`config.mk`:
```
export PLATFORM = sky130hd
export DESIGN_NAME = press_classifier_flat
export DESIGN_NICKNAME = d
export VERILOG_FILES = /design/src/rtl/press_classifier_pkg.sv /design/src/rtl/press_classifier_if.sv /design/src/rtl/press_classifier_ms_timer.sv /design/src/rtl/press_classifier.sv /design/src/flat_wrapper.sv
export SDC_FILE = /design/constraint.sdc
export NUM_CORES = 1
export LEC_CHECK = 0
export ABC_AREA = 1
export ABC_CLOCK_PERIOD_IN_PS = 1800
export BUFFER_PORTS_ARGS = -buffer_cell sky130_fd_sc_hd__buf_2
export CORE_ASPECT_RATIO = 0.6
export CORE_MARGIN = 2
export CORE_UTILIZATION = 49
export CTS_CLUSTER_DIAMETER = 120
export DETAILED_ROUTE_END_ITERATION = 12
export MAX_ROUTING_LAYER = met4
export PLACE_DENSITY_LB_ADDON = 0.08
export SLEW_MARGIN = 30
export SYNTH_ARGS = -nofsm -noshare
export SYNTH_HDL_FRONTEND = slang
export SYNTH_SLANG_ARGS = --single-unit
```
`constraint.sdc`:
```
create_clock -name clk_i -period 1.8 [get_ports clk_i]
set_clock_uncertainty 0.15 [all_clocks]
set_input_delay 0.36 -clock clk_i [delete_from_list [all_inputs] [get_ports clk_i]]
set_output_delay 0.36 -clock clk_i [all_outputs]
set_load 0.02 [all_outputs]
```
`src/rtl/press_classifier_pkg.sv`:
```
// Shared types and helpers for the push-button press classifier.
package press_pkg;

  typedef logic [2:0] state_e;

  localparam state_e IDLE      = 3'd0;
  localparam state_e PRESS1    = 3'd1;
  localparam state_e WAIT_GAP  = 3'd2;
  localparam state_e PRESS2    = 3'd3;
  localparam state_e LONG_HELD = 3'd4;

  function automatic int cycles_per_ms(input int clk_freq);
    return clk_freq / 1000;
  endfunction

endpackage

```
`src/rtl/press_classifier_if.sv`:
```
// Bundle between the debouncer, the classifier and the control logic above it.
interface press_if;
  import press_pkg::*;

  // db_tick_i is a one-cycle pulse on the first pressed cycle; every event
  // output is a one-cycle pulse with no back-pressure, held_o is a level.
  logic   db_level_i;
  logic   db_tick_i;
  logic   short_o;
  logic   long_o;
  logic   double_o;
  logic   held_o;
  state_e state;

  modport master (
    output db_level_i, db_tick_i,
    input  short_o, long_o, double_o, held_o, state
  );

  modport slave (
    input  db_level_i, db_tick_i,
    output short_o, long_o, double_o, held_o, state
  );

endinterface

```
`src/rtl/press_classifier_ms_timer.sv`:
```
// Millisecond timer: cycle prescaler feeding a saturating ms counter.
module ms_timer #(
  parameter int CyclesPerMs = 100_000,
  parameter int MaxMs       = 1000
) (
  input  logic                         clk_i,
  input  logic                         rst_ni,
  input  logic                         clr_i,
  output logic [$clog2(MaxMs+1)-1:0]   ms_o,
  output logic                         wrap_o
);

  localparam int MsW  = $clog2(MaxMs + 1);
  localparam int PreW = (CyclesPerMs > 1) ? $clog2(CyclesPerMs) : 1;
  localparam logic [PreW-1:0] PreLast = PreW'(CyclesPerMs - 1);
  localparam logic [MsW-1:0]  MsMax   = MsW'(MaxMs);

  logic [PreW-1:0] pre_q;
  logic [MsW-1:0]  ms_q;

  // wrap_o marks the cycle whose closing edge completes another millisecond
  assign wrap_o = (pre_q == PreLast);
  assign ms_o   = ms_q;

  always_ff @(posedge clk_i or negedge rst_ni) begin
    if (!rst_ni) begin
      pre_q <= '0;
      ms_q  <= '0;
    end else if (clr_i) begin
      pre_q <= '0;
      ms_q  <= '0;
    end else begin
      pre_q <= wrap_o ? '0 : pre_q + 1'b1;
      if (wrap_o && (ms_q != MsMax)) begin
        ms_q <= ms_q + 1'b1;
      end
    end
  end

endmodule

```
`src/rtl/press_classifier.sv`:
```
// Classifies debounced button activity into short, long and double press pulses.
module press_classifier
  import press_pkg::*;
#(
  parameter int ClkFreq    = 100_000_000,
  parameter int LongTimeMs = 1000,
  parameter int GapTimeMs  = 250
) (
  input  logic   clk_i,
  input  logic   rst_ni,
  press_if.slave bus
);

  localparam int CyclesPerMs = cycles_per_ms(ClkFreq);
  localparam int MaxMs       = (LongTimeMs > GapTimeMs) ? LongTimeMs : GapTimeMs;
  localparam int MsW         = $clog2(MaxMs + 1);
  localparam logic [MsW-1:0] LongLast = MsW'(LongTimeMs - 1);
  localparam logic [MsW-1:0] GapLast  = MsW'(GapTimeMs - 1);

  state_e           state_q, state_d;
  logic             level_q;
  logic             release_w;
  logic [MsW-1:0]   ms;
  logic             wrap;
  logic             reach_long, gap_expire, clr;
  logic             short_d, long_d, double_d;
  logic             short_q, long_q, double_q, held_q;

  assign release_w = level_q & ~bus.db_level_i;
  // Thresholds fire on the edge that completes the last millisecond
  assign reach_long = wrap && (ms == LongLast);
  assign gap_expire = wrap && (ms == GapLast);
  assign clr        = (state_d != state_q);

  ms_timer #(
    .CyclesPerMs (CyclesPerMs),
    .MaxMs       (MaxMs)
  ) u_timer (
    .clk_i  (clk_i),
    .rst_ni (rst_ni),
    .clr_i  (clr),
    .ms_o   (ms),
    .wrap_o (wrap)
  );

  always_comb begin
    state_d  = state_q;
    short_d  = 1'b0;
    long_d   = 1'b0;
    double_d = 1'b0;
    case (state_q)
      IDLE: begin
        if (bus.db_tick_i) state_d = PRESS1;
      end
      PRESS1: begin
        // Long wins over a coincident release, which then skips LONG_HELD
        if (reach_long) begin
          long_d  = 1'b1;
          state_d = release_w ? IDLE : LONG_HELD;
        end else if (release_w) begin
          state_d = WAIT_GAP;
        end
      end
      LONG_HELD: begin
        if (release_w) state_d = IDLE;
      end
      WAIT_GAP: begin
        if (bus.db_tick_i) begin
          double_d = 1'b1;
          state_d  = PRESS2;
        end else if (gap_expire) begin
          short_d = 1'b1;
          state_d = IDLE;
        end
      end
      PRESS2: begin
        if (release_w) state_d = IDLE;
      end
      default: state_d = IDLE;
    endcase
  end

  always_ff @(posedge clk_i or negedge rst_ni) begin
    if (!rst_ni) begin
      state_q  <= IDLE;
      level_q  <= 1'b0;
      short_q  <= 1'b0;
      long_q   <= 1'b0;
      double_q <= 1'b0;
      held_q   <= 1'b0;
    end else begin
      state_q  <= state_d;
      level_q  <= bus.db_level_i;
      short_q  <= short_d;
      long_q   <= long_d;
      double_q <= double_d;
      held_q   <= (state_d == LONG_HELD);
    end
  end

  assign bus.short_o  = short_q;
  assign bus.long_o   = long_q;
  assign bus.double_o = double_q;
  assign bus.held_o   = held_q;
  assign bus.state    = state_q;

endmodule

```
`src/flat_wrapper.sv`:
```
// flat-port wrapper written by rule: the top's interface ports become plain ports
module press_classifier_flat import press_pkg::*;
#(
  parameter int ClkFreq    = 100_000_000,
  parameter int LongTimeMs = 1000,
  parameter int GapTimeMs  = 250
)
  (clk_i, rst_ni, bus_db_level_i, bus_db_tick_i, bus_short_o, bus_long_o, bus_double_o, bus_held_o, bus_state);
  press_if bus_i ();
  input  logic clk_i;
  input  logic rst_ni;
  input wire logic [$bits(bus_i.db_level_i)-1:0] bus_db_level_i;
  input wire logic [$bits(bus_i.db_tick_i)-1:0] bus_db_tick_i;
  output wire logic [$bits(bus_i.short_o)-1:0] bus_short_o;
  output wire logic [$bits(bus_i.long_o)-1:0] bus_long_o;
  output wire logic [$bits(bus_i.double_o)-1:0] bus_double_o;
  output wire logic [$bits(bus_i.held_o)-1:0] bus_held_o;
  output wire logic [$bits(bus_i.state)-1:0] bus_state;
  assign bus_i.db_level_i = bus_db_level_i;
  assign bus_i.db_tick_i = bus_db_tick_i;
  assign bus_short_o = bus_i.short_o;
  assign bus_long_o = bus_i.long_o;
  assign bus_double_o = bus_i.double_o;
  assign bus_held_o = bus_i.held_o;
  assign bus_state = bus_i.state;
  press_classifier #(.ClkFreq(ClkFreq), .LongTimeMs(LongTimeMs), .GapTimeMs(GapTimeMs)) u_core (.clk_i(clk_i), .rst_ni(rst_ni), .bus(bus_i));
endmodule
```
==> results.ini <==
[run_status]
status=finished with violations
violations_in_the_final_reports=negative setup slack

[synthesis]
synth_warnings=0
post_synth_main_area_contributors=sky130_fd_sc_hd__dfrtp_1, sky130_fd_sc_hd__nor2_4, sky130_fd_sc_hd__nand2_1
synth_edf_count=0
syn_avg_cell_area_sq_um=8.28
mappedNetlistArea_sq_mm=0.00226
synthMostInstantiatedCell=sky130_fd_sc_hd__nand2_1
synthFlopType=sky130_fd_sc_hd__dfrtp_1
postSynthRegisterBits=35
post_synth_num_cell_types=27
yosysTopAreaCell=sky130_fd_sc_hd__dfrtp_1
synth_async_sr_flop_share_pct=100
ys_top_cells_by_count=sky130_fd_sc_hd__nand2_1, sky130_fd_sc_hd__inv_1, sky130_fd_sc_hd__dfrtp_1, sky130_fd_sc_hd__nor2_1, sky130_fd_sc_hd__nor2_4
synthesis.nets=281
yosysSeqAreaShare_pct=38.7
postSynthCellCount=273
synthDominantCellAreaShare_pct=38.7

[die]
rows=19
initial_utilization_pct=50.3
design.portCount=11
chipWidth_um=91.7
core_sq_mm=0.00449
die_h_um=56.6
floorplan.die_area_sq_mm=0.00519

[cells_and_area]
fin_nets=384
area_added_between_synthesis_and_finish_pct=46.7
diodes=0
finalInstanceArea_sq_mm=0.00332
fraction_of_final_layout_cells_with_drive_strength_greater_than_1_pct=45.9
fillerInstances=341

[worst_hold_path]
hold_path.class=in2reg

[global_route]
first_pass_grt_wire_length_um=9480
initial_antenna_violation_count=0
gr_usage_total_pct=24.2
maximum_number_of_pins_on_one_net_before_global_route_repair=21
gr-total-overflow=0
grt_pass1_vias=2102

[clock_network]
cts.htree.levels=2
clk-insertion-delay-late_ns=0.28
tritoncts_clock_tree=done
clockBufferDepth=2
cts_root_buf=sky130_fd_sc_hd__clkbuf_8
clock_sinks=35
number_of_buffers_created_by_cts=5
cts.clk_slew.worst_paths_ns=0.07

[placed_design]
io_buffers=10
dpl_cell_area_sq_mm=0.00297
dp_worst_setup_slack_ns=-0.284
gp_congestion=0.864
dpl.hpwl_um=4100

[power]
p_leak_nw=1.51
peak_supply_drop_mv=0.776
power-per-cell-area_mw_per_mm2=874

[worst_setup_path]
crit_type=reg2reg
cpLargestDelayFamily=simple AND/OR/NAND/NOR gates
critical_path_arrival_ns=2.10
worstPathMaxFanout=9
crit_required_ns=1.82
timing.critical_path.slowest_cell_delay_ns=0.41
worst-path-buf-inv=2
critical_path.slowest_cell=sky130_fd_sc_hd__dfrtp_1
worstSetupEndpointType=flip-flop
cp_cell_sequence=ha_4 -> nand2_4 -> nor2_8 -> nand4_4 -> nor2_4 -> nand3_2 -> nand2_2 -> inv_2 -> nor2_4 -> nand2_2 -> nand3_4 -> buf_12 -> nor2_4
crit_path_start_kind=flip-flop
cp_common_cell=sky130_fd_sc_hd__nor2_4

[sta]
fmax_mhz=482
report.final.hold_viol_count=0
worst_slack_ns=-0.276
timing.final.crit_share_pct=115
slew-limit-headroom_pct=65.7
worst-slew-pin-transition_ns=0.510
number_of_failing_setup_endpoints_in_the_final_timing_report=27
slew_viol_final=0
rsz0062_at_grt=true
layout_min_cycle_time_ns=2.08

[detailed_routing]
post_drt_via_cell_ratio=4.83
met2_wl_um=2590
maxUsedRoutingLayer=met4
route.final.wire_length_um=5580
detail_route.wirelength.met1_um=2760
drt_drc_violations_left=0
routed-wl-met3_um=223
drtPass1Iterations=5
detail-route-antenna-nets=0
detail_route.iter0.violations=99
wl_per_cell_um=12.7
vias=2126

[run]
timing.max_cap.violations=0

[layout make-up]
type	instances	area, sq um	area share [%]
clock buffer	7	76.3	2.30
clock inverter	1	5.00	0.151
multi-input combinational	195	1340	40.3
inverter	41	156	4.72
sequential	35	876	26.4
tap	63	78.8	2.38
timing repair buffer	98	786	23.7
[metrics by stage]
stage          cells  hold WS [ns]  total power [W]  utilization, %  setup TNS (ns)
2_1_floorplan    273       -0.0856          0.00173               -           -2.78
3_3_place_gp     418         0.147          0.00208            66.1           -5.13
3_5_place_dp     418         0.150          0.00209            66.1           -6.65
4_1_cts          437        0.0421          0.00285            70.6           -5.62
5_1_grt          440        0.0465          0.00305            73.8           -9.42
6_report         440        0.0479          0.00290            73.8           -6.76
[per-layer routing]
| metal | vias up | track usage [%] |
|---|---|---|
| li1 | 1076 | - |
| met2 | 38 | 37.0 |
| met3 | 2 | 4.43 |
| met4 | 0 | 4.26 |
| met1 | 1010 | 34.5 |
| met5 | - | - |
[worst paths after layout]
kind | startpoint | endpoint | slack (ns) | depth (start not counted)
worst max-delay path | u_core.u_timer.pre_q[0] | u_core.u_timer.pre_q[10] | -0.28 | 13
worst min-delay path | bus_db_level_i | u_core.level_q | 0.05 | 1
worst max register to register | u_core.u_timer.pre_q[0] | u_core.u_timer.pre_q[10] | -0.28 | 13
worst min register to register | u_core.bus.state[2] | u_core.bus.long_o | 0.45 | 2
max in group asynchronous | rst_ni | u_core.u_timer.pre_q[4] | 0.69 | 3
min in group asynchronous | rst_ni | u_core.u_timer.ms_o[5] | 0.37 | 2
[layout by cell type, fill, tap and decap left out, types with 4 or more instances in the layout]
cell / count
sky130_fd_sc_hd__nand3_2: 7
sky130_fd_sc_hd__dfrtp_1: 35
sky130_fd_sc_hd__clkbuf_8: 5
sky130_fd_sc_hd__nor2_2: 9
sky130_fd_sc_hd__nand2_1: 44
sky130_fd_sc_hd__nor3_1: 6
sky130_fd_sc_hd__xor2_1: 9
sky130_fd_sc_hd__nor2_4: 26
sky130_fd_sc_hd__nand3_1: 14
sky130_fd_sc_hd__nand4_1: 10
sky130_fd_sc_hd__inv_1: 37
sky130_fd_sc_hd__buf_2: 10
sky130_fd_sc_hd__buf_6: 4
sky130_fd_sc_hd__nor2_1: 22
sky130_fd_sc_hd__nand2_2: 9
sky130_fd_sc_hd__buf_4: 79
sky130_fd_sc_hd__o21ai_0: 8
[sequential cells by signal, indices dropped and copies added (netlist names)]
signal                cells
u_core.u_timer.ms_o      10
u_core.bus.held_o         1
u_core.u_timer.pre_q     17
u_core.bus.state          3
u_core.level_q            1
u_core.bus.double_o       1
u_core.bus.long_o         1
u_core.bus.short_o        1
[cells by family (layout without fill, tap and decap cells)]
| kind of cell | Yosys count | after routing | share of synthesized area [%] |
|---|---|---|---|
| buf+inv | 43 | 147 | 8.58 |
| flops | 35 | 35 | 38.7 |
| compound gates | 18 | 18 | 4.15 |
| xor+xnor | 12 | 12 | 4.65 |
| simple gates | 161 | 161 | 41.7 |
| fa+ha+maj | 4 | 4 | 2.21 |
[repair_timing]
action                     in CTS  in global routing
hold endpoints to repair       15                  0
hold buffers                    1                  0
setup buffers                   9                  3
gates cloned                    1                  0
pin swaps                      10                  5
resized for setup              10                 31
setup endpoints to repair      27                 28
[power by group]
part | internal [W] | leakage (nW) | total [W] | switching (W)
Combinational | 0.000633 | 0.990 | 0.00146 | 0.000829
Clock | 0.000272 | 0.0422 | 0.000554 | 0.000282
Sequential | 0.000830 | 0.482 | 0.000881 | 0.0000511
No activity file was read; power rests on OpenSTA's default activity.
